`src/rtl/io_pkg.sv`:
```
// Shared definitions for the IO block: select codes, draw modes and the
// text-sequencer state type.
package io_pkg;

  typedef enum logic [2:0] {
    ST_IDLE,
    ST_FETCH,
    ST_CHECK,
    ST_DRAW,
    ST_GAP,
    ST_DONE
  } seq_state_t;

  localparam logic [1:0] IO_7SEG = 2'd0;
  localparam logic [1:0] IO_SW   = 2'd1;
  localparam logic [1:0] IO_KB   = 2'd2;
  localparam logic [1:0] IO_VGA  = 2'd3;

  localparam logic [1:0] DRAW_PIXEL = 2'd0;
  localparam logic [1:0] DRAW_CHAR  = 2'd1;

  localparam int unsigned GLYPH_PIXELS = 64;

endpackage

```
`src/rtl/vga_text_cursor.sv`:
```
// Text cursor: loads the string origin, then steps one glyph right or wraps
// back to the origin column one glyph row down.
module vga_text_cursor #(
  parameter int unsigned GLYPH_W    = 8,
  parameter int unsigned GLYPH_H    = 8,
  parameter int unsigned LINE_WIDTH = 640
) (
  input  logic        Slow_Clock,
  input  logic        Reset,
  input  logic        Load,
  input  logic        Advance,
  input  logic        Wrap,
  input  logic [31:0] Load_X,
  input  logic [31:0] Load_Y,
  output logic        Line_Full,
  output logic [31:0] X,
  output logic [31:0] Y
);

  localparam logic [31:0] STEP_X  = 32'(GLYPH_W);
  localparam logic [31:0] STEP_Y  = 32'(GLYPH_H);
  localparam logic [31:0] X_LIMIT = 32'(LINE_WIDTH - GLYPH_W);

  logic [31:0] home_x;

  // Next glyph would start past the last legal column (32-bit wrapping add).
  assign Line_Full = (X + STEP_X) > X_LIMIT;

  // Cursor position and the column to return to on a line wrap.
  always_ff @(posedge Slow_Clock) begin
    if (Reset) begin
      home_x <= '0;
      X      <= '0;
      Y      <= '0;
    end else if (Load) begin
      home_x <= Load_X;
      X      <= Load_X;
      Y      <= Load_Y;
    end else if (Advance) begin
      if (Wrap) begin
        X <= home_x;
        Y <= Y + STEP_Y;
      end else begin
        X <= X + STEP_X;
      end
    end
  end

endmodule

```
`src/rtl/vga_text_sequencer.sv`:
```
// Fetches a zero-terminated string one word per character and drives the IO
// block's character-draw interface for one glyph period per character.
module vga_text_sequencer
  import io_pkg::*;
#(
  parameter int unsigned GLYPH_PIXELS = io_pkg::GLYPH_PIXELS,
  parameter int unsigned GLYPH_W      = 8,
  parameter int unsigned GLYPH_H      = 8,
  parameter int unsigned LINE_WIDTH   = 640,
  parameter int unsigned MAX_LEN      = 255
) (
  input  logic        Slow_Clock,
  input  logic        Reset,
  input  logic        Start,
  input  logic        Abort,
  input  logic [31:0] Str_Addr,
  input  logic [31:0] Start_X,
  input  logic [31:0] Start_Y,
  input  logic [31:0] Text_Color,
  output logic        Mem_Req,
  output logic [31:0] Mem_Addr,
  input  logic [31:0] Mem_Data,
  input  logic        Mem_Valid,
  output logic        IO_Enable,
  output logic [1:0]  IO_Sel,
  output logic [1:0]  Draw_Select,
  output logic [31:0] Data_1,
  output logic [31:0] Data_2,
  output logic [31:0] Data_3,
  output logic [31:0] Draw_Text_Color,
  output logic        Busy,
  output logic        Done,
  output logic [7:0]  Chars_Drawn
);

  localparam int unsigned      PIX_W    = $clog2(GLYPH_PIXELS);
  localparam logic [PIX_W-1:0] LAST_PIX = PIX_W'(GLYPH_PIXELS - 1);
  localparam logic [7:0]       MAX_IDX  = 8'(MAX_LEN);

  seq_state_t       state;
  logic [31:0]      base_addr;
  logic [31:0]      color;
  logic [6:0]       glyph;
  logic [7:0]       idx;
  logic [PIX_W-1:0] pix_cnt;

  logic        cur_load;
  logic        cur_advance;
  logic        line_full;
  logic [31:0] cur_x;
  logic [31:0] cur_y;
  logic        unused_mem_bits;

  // The character index doubles as the drawn-glyph count: both clear at
  // Start and step together in GAP, and Abort leaves both untouched.
  assign Chars_Drawn     = idx;
  assign Mem_Addr        = base_addr + 32'(idx);
  assign Draw_Select     = DRAW_CHAR;
  assign Data_1          = cur_x;
  assign Data_2          = cur_y;
  assign Data_3          = {25'd0, glyph};
  assign Draw_Text_Color = color;
  assign unused_mem_bits = ^Mem_Data[31:7];

  assign cur_load    = (state == ST_IDLE) && Start && !Abort;
  assign cur_advance = (state == ST_GAP) && !Abort;

  vga_text_cursor #(
    .GLYPH_W    (GLYPH_W),
    .GLYPH_H    (GLYPH_H),
    .LINE_WIDTH (LINE_WIDTH)
  ) u_cursor (
    .Slow_Clock (Slow_Clock),
    .Reset      (Reset),
    .Load       (cur_load),
    .Advance    (cur_advance),
    .Wrap       (line_full),
    .Load_X     (Start_X),
    .Load_Y     (Start_Y),
    .Line_Full  (line_full),
    .X          (cur_x),
    .Y          (cur_y)
  );

  // Sequencer FSM; every interface strobe is registered on the transition
  // into the state that owns it.
  always_ff @(posedge Slow_Clock) begin
    if (Reset) begin
      state     <= ST_IDLE;
      base_addr <= '0;
      color     <= '0;
      glyph     <= '0;
      idx       <= '0;
      pix_cnt   <= '0;
      Mem_Req   <= 1'b0;
      IO_Enable <= 1'b0;
      IO_Sel    <= IO_7SEG;
      Busy      <= 1'b0;
      Done      <= 1'b0;
    end else if (Abort) begin
      state     <= ST_IDLE;
      Mem_Req   <= 1'b0;
      IO_Enable <= 1'b0;
      IO_Sel    <= IO_7SEG;
      Busy      <= 1'b0;
      Done      <= 1'b0;
    end else begin
      Done <= 1'b0;
      case (state)
        ST_IDLE: begin
          if (Start) begin
            base_addr <= Str_Addr;
            color     <= Text_Color;
            idx       <= '0;
            Mem_Req   <= 1'b1;
            Busy      <= 1'b1;
            state     <= ST_FETCH;
          end
        end
        ST_FETCH: begin
          if (Mem_Valid) begin
            glyph   <= Mem_Data[6:0];
            Mem_Req <= 1'b0;
            state   <= ST_CHECK;
          end
        end
        ST_CHECK: begin
          if (glyph == 7'd0 || idx == MAX_IDX) begin
            Done  <= 1'b1;
            state <= ST_DONE;
          end else begin
            pix_cnt   <= '0;
            IO_Enable <= 1'b1;
            IO_Sel    <= IO_VGA;
            state     <= ST_DRAW;
          end
        end
        ST_DRAW: begin
          if (pix_cnt == LAST_PIX) begin
            IO_Enable <= 1'b0;
            IO_Sel    <= IO_7SEG;
            state     <= ST_GAP;
          end else begin
            pix_cnt <= pix_cnt + 1'b1;
          end
        end
        ST_GAP: begin
          idx     <= idx + 8'd1;
          Mem_Req <= 1'b1;
          state   <= ST_FETCH;
        end
        ST_DONE: begin
          Busy  <= 1'b0;
          state <= ST_IDLE;
        end
        default: state <= ST_IDLE;
      endcase
    end
  end

endmodule

```
`config.mk`:
```
export PLATFORM = sky130hd
export DESIGN_NAME = vga_text_sequencer
export DESIGN_NICKNAME = d
export VERILOG_FILES = /design/src/rtl/io_pkg.sv /design/src/rtl/vga_text_cursor.sv /design/src/rtl/vga_text_sequencer.sv
export SDC_FILE = /design/constraint.sdc
export NUM_CORES = 1
export LEC_CHECK = 0
export CAP_MARGIN = 0
export CORE_ASPECT_RATIO = 1.4
export CORE_UTILIZATION = 46
export CTS_CLUSTER_SIZE = 16
export DETAILED_ROUTE_END_ITERATION = 8
export GPL_TIMING_DRIVEN = 0
export PLACE_DENSITY = 0.87
export SLEW_MARGIN = 10
export SYNTH_ARGS = -nofsm -noshare
export SYNTH_HDL_FRONTEND = slang
export SYNTH_SLANG_ARGS = --single-unit
```
`constraint.sdc`:
```
create_clock -name Slow_Clock -period 4.1 [get_ports Slow_Clock]
set_input_delay 0.82 -clock Slow_Clock [delete_from_list [all_inputs] [get_ports Slow_Clock]]
set_output_delay 0.82 -clock Slow_Clock [all_outputs]
set_load 0.01 [all_outputs]
```
==> results.sh <==
export IMPL_pre_cts_ws_ns=-0.233
export IMPL_row_count=62
export IMPL_status="finished clean"
export IMPL_met1Wirelength_um=12500
export IMPL_numCtsBuffers=17
export IMPL_period_share_pct=98.1
export IMPL_top_level_ports=341
export IMPL_core_area_mm2=0.0204
export IMPL_ctsHtreeMaxLevel=4
export IMPL_yosys_cell_types_count=65
export IMPL_die_w_um=124
export IMPL_critPathMostFrequentCell="a21oi_2"
export IMPL_netlist_top_cells_area="dfxtp_1, nand2_1, a21oi_1, nand3_1, xor2_1"
export IMPL_placed_cell_area_mm2=0.0128
export IMPL_final_util_pct=66.3
export IMPL_vias=10900
export IMPL_cts_sinks=188
export IMPL_dieArea_mm2=0.0214
export IMPL_avgSynthCellArea_um2=7.67
export IMPL_r2r_end="u_cursor.Y[8]$_SDFFE_PP0P_"
export IMPL_critPathBufInv=2
export IMPL_synth_flop_cell="dfxtp_1"
export IMPL_grt_pass1_wl_um=53800
export IMPL_first_global_vias=10500
export IMPL_leakage_nw=5.03
export IMPL_crit_type="register to primary output"
export IMPL_cts_clk_slew_worst_paths_ns=0.08
export IMPL_dpl_cell_count=1814
export IMPL_slew_limit_headroom_pct=42.9
export IMPL_via_per_inst=5.86
export IMPL_antenna_left=0
export IMPL_wl_per_cell_um=18.7
export IMPL_max_freq_mhz=249
export IMPL_worstPathArrival_ns=3.20
export IMPL_overflow=0
export IMPL_slew_viol_final=0
export IMPL_min_delay_start="Draw_Text_Color[9]$_SDFFE_PP0P_"
export IMPL_cp_start_kind="register"
export IMPL_layout_min_cycle_time_ns=4.02
export IMPL_worstReg2RegStart="u_cursor.X[3]$_SDFFE_PP0P_"
export IMPL_vdd_drop_max_uv=289
export IMPL_yosys_area_top_type="dfxtp_1"
export IMPL_wl_met3_um=3320
export IMPL_clock_skew_ns=0.0127
export IMPL_hpwl_um=25400
export IMPL_die_y_um=173
export IMPL_cp_max_fo=10
export IMPL_wl_met2_um=17100
export IMPL_hold_end="Draw_Text_Color[9]$_SDFFE_PP0P_"
export IMPL_drc=0
export IMPL_hp_class="register to register"
export IMPL_slowest_delay_ns=0.58
export IMPL_setup_ws_ns=0.0767
export IMPL_routed_top_layer="met5"
export IMPL_grt_max_degree=20
export IMPL_crit_family="compound AO/OA/AOI/OAI gates"
export IMPL_drtIter0Drc=961
export IMPL_max_cap_violations=0
export IMPL_grt_total_usage_pct=32.4
export IMPL_final_cells=1851
export IMPL_wl_um=34700
export IMPL_synth_top_area_share_pct=39.4
export IMPL_initial_core_util_pct=46.8
export IMPL_insertion_delay_ns=0.45
export IMPL_seq_area_frac_synth_pct=39.4
export IMPL_synth_seq_cells=188
export IMPL_gp_congestion=0.983
export IMPL_nets=1760
export IMPL_synth_edf_count=0
export IMPL_setup_viol=0
export IMPL_fin_area_mm2=0.0135
export IMPL_syn_cell_area_mm2=0.00955
export IMPL_yosys_warnings=0
export IMPL_syn_inst=1246
export IMPL_grt_antenna_before_repair=2
export IMPL_rr_worst_depth=10
export IMPL_finalHoldViolCount=0
export IMPL_worst_ep_required_time_ns=3.28
export IMPL_cts_max_path_buffers=2
export IMPL_setup_worst_path_end_class="primary output"
export IMPL_powerDensity_mw_per_mm2=338
export IMPL_report_power_total_mw=4.57
export IMPL_path_cells="ha_1 > a21o_1 > a21oi_2 > o21ai_1 > a21oi_2 > o21ai_2 > a41oi_2 > clkbuf_8 > nor2_1 > xor2_1 > clkdlybuf4s50_1"
export IMPL_dr_pass1_iters=6
export IMPL_cts_root_buf="clkbuf_16"
export IMPL_regToRegSetupSlack_ns=0.38
export IMPL_cts_tree="built"
export IMPL_synth_async_reset_ratio_pct=0
export IMPL_hold_buffers=0
export IMPL_whs_path_depth=2
export IMPL_io_buffers=287
export IMPL_syn2layout_area_growth_pct=41.7
export IMPL_drive_above_1_share_pct=7.28
export IMPL_cp_slowest_cell="clkdlybuf4s50_1"
export IMPL_tightest_slew_ns=0.854
## worst reg2reg max path: stages (launching register included)
cell	delay, ns
dfxtp_1	0.54
ha_1	0.32
inv_1	0.08
or3_1	0.44
o31ai_1	0.28
o211ai_1	0.14
nor4_2	0.65
nand3_1	0.40
clkbuf_1	0.41
nand3_1	0.21
a41oi_2	0.11
## sequential cells by signal, indices dropped and copies added, names as in the netlist
signal,flops
Done,1
Draw_Text_Color,32
Busy,1
Chars_Drawn,8
pix_cnt,6
u_cursor.X,32
u_cursor.Y,32
u_cursor.home_x,32
Mem_Req,1
base_addr,32
IO_Sel,1
glyph,7
state,3
## power by group
part / switching (mW) / leakage, nW / internal (mW) / total [mW]
sequential: 0.123 / 1.54 / 1.92 / 2.05
clock: 0.834 / 0.291 / 0.833 / 1.67
combinational: 0.436 / 3.20 / 0.420 / 0.856
total: 1.39 / 5.03 / 3.18 / 4.57
## worst max-delay path by stage
stage                                start            to  slack [ns]  cells past startpoint
3_3_place_gp   Chars_Drawn[0]$_SDFFE_PP0P_  Mem_Addr[24]       -0.20                     13
5_1_grt        Chars_Drawn[0]$_SDFFE_PP0P_  Mem_Addr[24]       -0.04                     13
3_5_place_dp   Chars_Drawn[0]$_SDFFE_PP0P_  Mem_Addr[24]       -0.23                     13
2_1_floorplan  Chars_Drawn[0]$_SDFFE_PP0P_  Mem_Addr[10]        0.72                     12
6_report       Chars_Drawn[1]$_SDFFE_PP0P_  Mem_Addr[23]        0.08                     11
4_1_cts        Chars_Drawn[1]$_SDFFE_PP0P_  Mem_Addr[27]       0.003                     11
## metrics by stage
stage	TNS [ns]	hold slack, ns
after floorplan	0	0.432
after detailed placement	-1.67	0.445
after global placement	-1.35	0.440
after CTS	0	0.457
after global routing	-0.182	0.469
final	0	0.456
## cells in the mapped netlist, drive strengths merged (13+ instances only)
| library cell | number |
|---|---|
| a21oi | 131 |
| ha | 13 |
| a211oi | 13 |
| nand2 | 265 |
| clkbuf | 72 |
| dfxtp | 188 |
| o21ai | 49 |
| xnor2 | 17 |
| nor2 | 61 |
| inv | 18 |
| xor2 | 35 |
| nor3 | 32 |
| nand3 | 85 |
| buf | 43 |
| nand4 | 18 |
| a31oi | 38 |
| and3 | 26 |
## area by class of cell
| type | count | area, um2 |
|---|---|---|
| Antenna cell | 1 | 2.50 |
| Buffer | 115 | 593 |
| Clock buffer | 18 | 439 |
| Clock inverter | 14 | 153 |
| Fill cell | 1692 | 6870 |
| Inverter | 18 | 67.6 |
| Multi-Input combinational cell | 950 | 5320 |
| Sequential cell | 188 | 3770 |
| Tap cell | 256 | 320 |
| Timing Repair Buffer | 291 | 2870 |
## metal layers
metal / GRT usage (%) / up-vias
met2: 54.5 / 672
met1: 36.1 / 5010
met5: 0 / -
li1: - / 5033
met4: 19.0 / 2
met3: 8.36 / 134
## kinds of logic after synthesis
group / Yosys count / synth area share [%]
AO/OA/AOI/OAI: 302 / 19.4
AND/OR/NAND/NOR: 542 / 26.3
XOR/XNOR: 52 / 4.77
multiplexers: 13 / 1.40
flip-flops: 188 / 39.4
adder cells (fa/ha/maj): 14 / 1.91
other: 2 / 0.0786
buffers and inverters: 133 / 6.71
## placed cells by master (no fill, tap or decap), types with 13 or more instances in the layout
| master | instances |
|---|---|
| a31oi_1 | 38 |
| inv_1 | 18 |
| xnor2_1 | 17 |
| o21ai_0 | 45 |
| clkdlybuf4s50_1 | 271 |
| nand4_1 | 17 |
| xor2_1 | 34 |
| nand2_1 | 265 |
| nand3_1 | 83 |
| buf_4 | 33 |
| dfxtp_1 | 186 |
| a21oi_1 | 125 |
| conb_1 | 27 |
| ha_1 | 13 |
| nor2_1 | 61 |
| clkbuf_1 | 70 |
| clkbuf_16 | 17 |
| nor3_1 | 31 |
| and3_1 | 25 |
## timing repair
action                                  4_1_cts  5_1_grt
resized for setup                            36       29
endpoints found under the setup margin       24       24
pin swaps                                     5        7
setup buffers                                 4        0
Note: power is estimated with default switching activity, not from simulation.
